===== config.mk =====
export PLATFORM = sky130hd
export DESIGN_NAME = controle_catraca
export DESIGN_NICKNAME = d
export VERILOG_FILES = /design/src/rtl/catraca_pkg.sv /design/src/rtl/controle_catraca_temporizador.sv /design/src/rtl/controle_catraca.sv
export SDC_FILE = /design/constraint.sdc
export NUM_CORES = 1
export LEC_CHECK = 0
export CAP_MARGIN = 30
export CORE_MARGIN = 2
export CORE_UTILIZATION = 30
export CTS_CLUSTER_DIAMETER = 60
export DETAILED_ROUTE_END_ITERATION = 6
export RECOVER_POWER = 100
export SYNTH_ARGS = -nofsm -noshare
export SYNTH_HDL_FRONTEND = slang
export SYNTH_SLANG_ARGS = --single-unit

===== constraint.sdc =====
create_clock -name clock -period 1.6 [get_ports clock]
set_input_delay 0.48 -clock clock [delete_from_list [all_inputs] [get_ports clock]]
set_output_delay 0.48 -clock clock [all_outputs]
set_load 0.005 [all_outputs]

===== src/rtl/catraca_pkg.sv =====
// Shared types and defaults for the turnstile controller: FSM state encoding,
// occupancy width and default timing/capacity values.
package catraca_pkg;

  typedef enum logic [1:0] {
    OCIOSO   = 2'd0,
    LIB_ENT  = 2'd1,
    LIB_SAI  = 2'd2,
    BLOQUEIO = 2'd3
  } estado_t;

  localparam int OCUP_W = 4;

  localparam int TIMEOUT_PADRAO    = 8;
  localparam int BLOQ_PADRAO       = 4;
  localparam int CAPACIDADE_PADRAO = 15;

  function automatic int max_int(input int a, input int b);
    return (a > b) ? a : b;
  endfunction

endpackage


===== src/rtl/controle_catraca_temporizador.sv =====
// Loadable saturating up-counter; o_fim flags count >= i_limite. One instance
// times both the grant window and the minimum lockout.
module temporizador #(
  parameter int W = 4
) (
  input  logic         clock,
  input  logic         resetn,
  input  logic         i_carrega,
  input  logic [W-1:0] i_limite,
  output logic         o_fim
);

  logic [W-1:0] r_cont;

  // NOTE: state registers use non-blocking assignments so every flop samples
  // pre-edge values regardless of process ordering.
  always_ff @(posedge clock) begin
    if (!resetn) begin
      r_cont <= '0;
    end else if (i_carrega) begin
      r_cont <= '0;
    end else if (r_cont < i_limite) begin
      r_cont <= r_cont + 1'b1;
    end
  end

  // Saturating at the limit keeps a long lockout from wrapping the count.
  assign o_fim = (r_cont >= i_limite);

endmodule


===== src/rtl/controle_catraca.sv =====
// Turnstile access controller: entry/exit grants, metal-detector lockout and
// optional occupancy counting enabled by the CONTROLE_OCUPACAO_EN macro.
module controle_catraca
  import catraca_pkg::*;
#(
  parameter int TIMEOUT_CICLOS = TIMEOUT_PADRAO,
  parameter int BLOQ_CICLOS    = BLOQ_PADRAO,
  parameter int CAPACIDADE     = CAPACIDADE_PADRAO
) (
  input  logic              clock,
  input  logic              resetn,
  input  logic              req_entrada,
  input  logic              req_saida,
  input  logic              metais,
  input  logic              giro,
  output logic              lib_entrada,
  output logic              lib_saida,
  output logic              alarme,
  output logic [OCUP_W-1:0] ocupacao,
  output logic              cheio
);

  localparam int TMR_W = $clog2(max_int(TIMEOUT_CICLOS, BLOQ_CICLOS) + 1);
  localparam logic [TMR_W-1:0] LIM_TIMEOUT = TMR_W'(TIMEOUT_CICLOS - 1);
  localparam logic [TMR_W-1:0] LIM_BLOQ    = TMR_W'(BLOQ_CICLOS - 1);

  generate
    if (CAPACIDADE < 1 || CAPACIDADE > (1 << OCUP_W) - 1) begin : g_cap_invalida
      $error("CAPACIDADE out of range 1..15");
    end
  endgenerate

  estado_t          r_estado;
  estado_t          w_prox;
  logic             r_ult_saida;
  logic             w_fim;
  logic             w_carrega;
  logic [TMR_W-1:0] w_limite;
  logic             w_ent_ok;
  logic             w_sai_ok;
  logic             w_quer_ent;
  logic             w_quer_sai;

`ifdef CONTROLE_OCUPACAO_EN
  localparam logic [OCUP_W-1:0] CAP_V = OCUP_W'(CAPACIDADE);

  logic [OCUP_W-1:0] r_ocup;

  always_ff @(posedge clock) begin
    if (!resetn) begin
      r_ocup <= '0;
    end else if (giro && r_estado == LIB_ENT && r_ocup != CAP_V) begin
      r_ocup <= r_ocup + 1'b1;
    end else if (giro && r_estado == LIB_SAI && r_ocup != '0) begin
      r_ocup <= r_ocup - 1'b1;
    end
  end

  assign ocupacao = r_ocup;
  assign cheio    = (r_ocup == CAP_V);
  assign w_ent_ok = !cheio;
  assign w_sai_ok = (r_ocup != '0);
`else
  assign ocupacao = '0;
  assign cheio    = 1'b0;
  assign w_ent_ok = 1'b1;
  assign w_sai_ok = 1'b1;
`endif

  assign w_quer_ent = req_entrada && w_ent_ok;
  assign w_quer_sai = req_saida && w_sai_ok;
  assign w_carrega  = (w_prox != r_estado);
  assign w_limite   = (r_estado == BLOQUEIO) ? LIM_BLOQ : LIM_TIMEOUT;

  temporizador #(.W(TMR_W)) u_temporizador (
    .clock    (clock),
    .resetn   (resetn),
    .i_carrega(w_carrega),
    .i_limite (w_limite),
    .o_fim    (w_fim)
  );

  always_ff @(posedge clock) begin
    if (!resetn) begin
      r_estado    <= OCIOSO;
      r_ult_saida <= 1'b1;
    end else begin
      r_estado <= w_prox;
      if (giro && r_estado == LIB_ENT) r_ult_saida <= 1'b0;
      else if (giro && r_estado == LIB_SAI) r_ult_saida <= 1'b1;
    end
  end

  // NOTE: every combinational output gets a default first so no path can
  // infer a latch.
  always_comb begin
    w_prox      = r_estado;
    lib_entrada = 1'b0;
    lib_saida   = 1'b0;
    alarme      = 1'b0;
    unique case (r_estado)
      OCIOSO: begin
        if (req_entrada && metais) begin
          w_prox = BLOQUEIO;
        end else if (w_quer_ent && w_quer_sai) begin
          w_prox = r_ult_saida ? LIB_ENT : LIB_SAI;
        end else if (w_quer_ent) begin
          w_prox = LIB_ENT;
        end else if (w_quer_sai) begin
          w_prox = LIB_SAI;
        end
      end
      LIB_ENT: begin
        lib_entrada = 1'b1;
        // A rotation completed alongside metal still counts as a passage.
        if (giro)        w_prox = OCIOSO;
        else if (metais) w_prox = BLOQUEIO;
        else if (w_fim)  w_prox = OCIOSO;
      end
      LIB_SAI: begin
        lib_saida = 1'b1;
        if (giro || w_fim) w_prox = OCIOSO;
      end
      BLOQUEIO: begin
        alarme = 1'b1;
        if (w_fim && !metais) w_prox = OCIOSO;
      end
      default: w_prox = OCIOSO;
    endcase
  end

endmodule


==> results.yml <==
drt:
  first_pass_iters: 3
  drtAntennaViolNets: 0
  route.detailed.drc: 0
  wl_per_cell_um: 10.01
  drt_wl_total_um: 891
  vias: 428
  first_iter_violations: 4
  via_per_inst: 4.809
clock_tree:
  htreeDepth: 1
  numCtsBuffers: 3
  clock_path_buffers: 2
  cts_tree: "yes"
  clk_latency_ns: 0.25
  cts.sinks: 7
  cts_root_buf: "clkbuf_4"
  path_clk_slew_ns: 0.05
die:
  start_util_pct: 32.51
  pin_count: 14
  rows: 14
  design.core.area_um2: 1524
  die_x_um: 44.64
  die_h_um: 44.64
  fp.dieArea_um2: 1993
critical_path:
  crit_arrival_ns: 1.70
  crit_slowest_cell: "dlygate4sd3_1"
  end_kind: "flip-flop"
  crit_buf_inv: 1
  reg2reg_slack_ns: 0.12
  crit_type: "input pin to flip-flop"
  path_max_fanout: 4
  worstRegToRegCells: 7
  critPathLaunchType: "input pin"
  slowest_delay_ns: 0.60
  r2r-end: "r_estado[1]"
  cp.required_ns: 1.73
  crit_chain: "dlygate4sd3_1, nor2_1, a22o_1, a21oi_2, nor3_1"
  r2r_start: "r_estado[1]"
  cp_top_family: "buffers and inverters"
finish:
  layout.cells.non_filler: 89
  drive_above_1_share_pct: 26.03
  num_antenna_cells: 0
  fill_cells: 145
  layout.nets: 82
  area_growth_pct: 33.08
placement:
  io_buffers: 8
  gp_congestion: 0.6902
  dp.cells: 84
  dp_hpwl_um: 734
  pre_cts_ws_ns: -0.1813
timing:
  setup_slack_ns: 0.02591
  hold_viol_final: 0
  setup_viol_count_final: 0
  fmax_ghz: 0.6353
  timing.final.crit_period_ns: 1.574
  fin_skew_ns: 0.004941
  finalCritPeriodShare_pct: 98.38
  slew_violations: 0
synth:
  syn_area_per_cell_um2: 8.693
  syn_area_um2: 495.5
  ys_async_sr_fraction_pct: 0
  postSynthCellCount: 57
  synth_edf_count: 0
  yosys_warnings: 0
  ys_top_cells_by_area: "dfxtp_1, buf_4, o41ai_4, ha_1, a211oi_4"
  synthTopCellsByCount: "dfxtp_1, buf_4, nor2_1, nor3_1, inv_1"
  synth_top_flop_cell: "dfxtp_1"
  yosysTopAreaCell: "dfxtp_1"
  synth_sequential_area_ratio_pct: 28.28
  yosys.area.top_type_share_pct: 28.28
  yosysMostFrequentCell: "dfxtp_1"
  synth_cell_types: 31
  ys_ff_latch: 7
power:
  p_per_area_nw_per_um2: 816.9
  peakVddDrop_uv: 248.9
  leakagePower_nw: 0.2840
global_routing:
  antenna_found_initial: 0
  grt_pass1_vias: 357
  gr-total-overflow: 0
  grt_pass1_wl_mm: 1.442
  grt_max_degree: 11
  grt_use_total_pct: 10.28
flow_run:
  cap_violations: 0
outcome:
  status: "finished clean"
worst_hold_path:
  min-delay-start: "u_temporizador.r_cont[1]"
  min_delay_path_depth: 2
  hold_path.class: "flip-flop to flip-flop"
  hold_end: "u_temporizador.r_cont[1]"
## sequential cells by signal, indices dropped and copies added (netlist names)
register               flops
r_estado                   2
r_ult_saida                1
u_temporizador.r_cont      4
## worst max-delay path by stage
stage / slack [ns] / endpoint / cells past startpoint / startpoint
finish: 0.03 / u_temporizador.r_cont[3] / 5 / giro
detailed placement: -0.18 / u_temporizador.r_cont[1] / 5 / metais
global route: -0.01 / u_temporizador.r_cont[3] / 6 / req_entrada
CTS: 0.03 / lib_entrada / 4 / r_estado[0]
global placement: -0.19 / u_temporizador.r_cont[0] / 5 / metais
floorplan: 0.0008 / r_estado[1] / 7 / r_estado[1]
## where the power goes
part	total [mW]	internal (mW)	switching [mW]
clock network	0.156	0.0949	0.0614
logic	0.175	0.0912	0.0839
registers	0.207	0.192	0.0151
## routing by layer
layer	GRT usage [%]	up-vias	share of wire [%]
met4	7.273	0	1.7
met3	3.673	2	2.1
met1	11.30	190	46
met2	16.23	7	50
li1	-	229	-
met5	0	-	0
## layout by cell type (no fill, tap or decap), types with 2 or more instances in the layout
master / instances
buf_4: 6
dfxtp_1: 6
conb_1: 5
nor2_1: 4
clkbuf_4: 4
clkdlybuf4s50_1: 4
nor3_1: 3
dlygate4sd2_1: 3
and2_4: 2
nor2b_1: 2
inv_1: 2
nand3_1: 2
xnor2_1: 2
nand2_1: 2
a21oi_1: 2
o21ai_0: 2
## metrics by stage
stage	area [um^2]	power [mW]	hold slack [ns]	util (%)	TNS, ns
2_1_floorplan	529.3	0.3328	0.5083	-	0
3_3_place_gp	624.3	0.3835	0.5328	40.97	-0.8298
3_5_place_dp	624.3	0.3836	0.5420	40.97	-0.8000
4_1_cts	655.6	0.5405	0.5471	43.02	0
5_1_grt	659.4	0.5783	0.5931	43.27	-0.01020
6_report	659.4	0.5386	0.5490	43.27	0
## kinds of logic after synthesis
| group | synth area share, % |
|---|---|
| multiplexers | 2.020 |
| AND/OR/NAND/NOR | 20.46 |
| AO/OA/AOI/OAI | 28.03 |
| other | 0.7568 |
| buffers and inverters | 11.87 |
| flip-flops | 28.28 |
| adder cells (fa/ha/maj) | 5.050 |
| XOR/XNOR | 3.536 |
## worst register-to-register path, delay by kind of cell (launching register included)
family,cells,cell delay (ns)
AOI/OAI and AO/OA,2,0.31
DFF,1,0.36
buffers and inverters,1,0.17
adders and majority gates,1,0.20
and+or+nand+nor,3,0.40
## layout make-up
class                   instances  area (um^2)  area share (%)
well taps                      16        20.02           3.036
multi-input cells              44        331.6           50.28
repair buffers                 15        128.9           19.54
clock buffers                   4        26.28           3.985
flip-flops and latches          7        141.4           21.44
inverters                       3        11.26           1.708
## repair_timing
action / 4_1_cts / 5_1_grt
hold buffers: 0 / 0
setup buffers: 1 / 0
resized for setup: 4 / 2
endpoints found under the setup margin: 3 / 2
(Power assumes the default switching activity.)
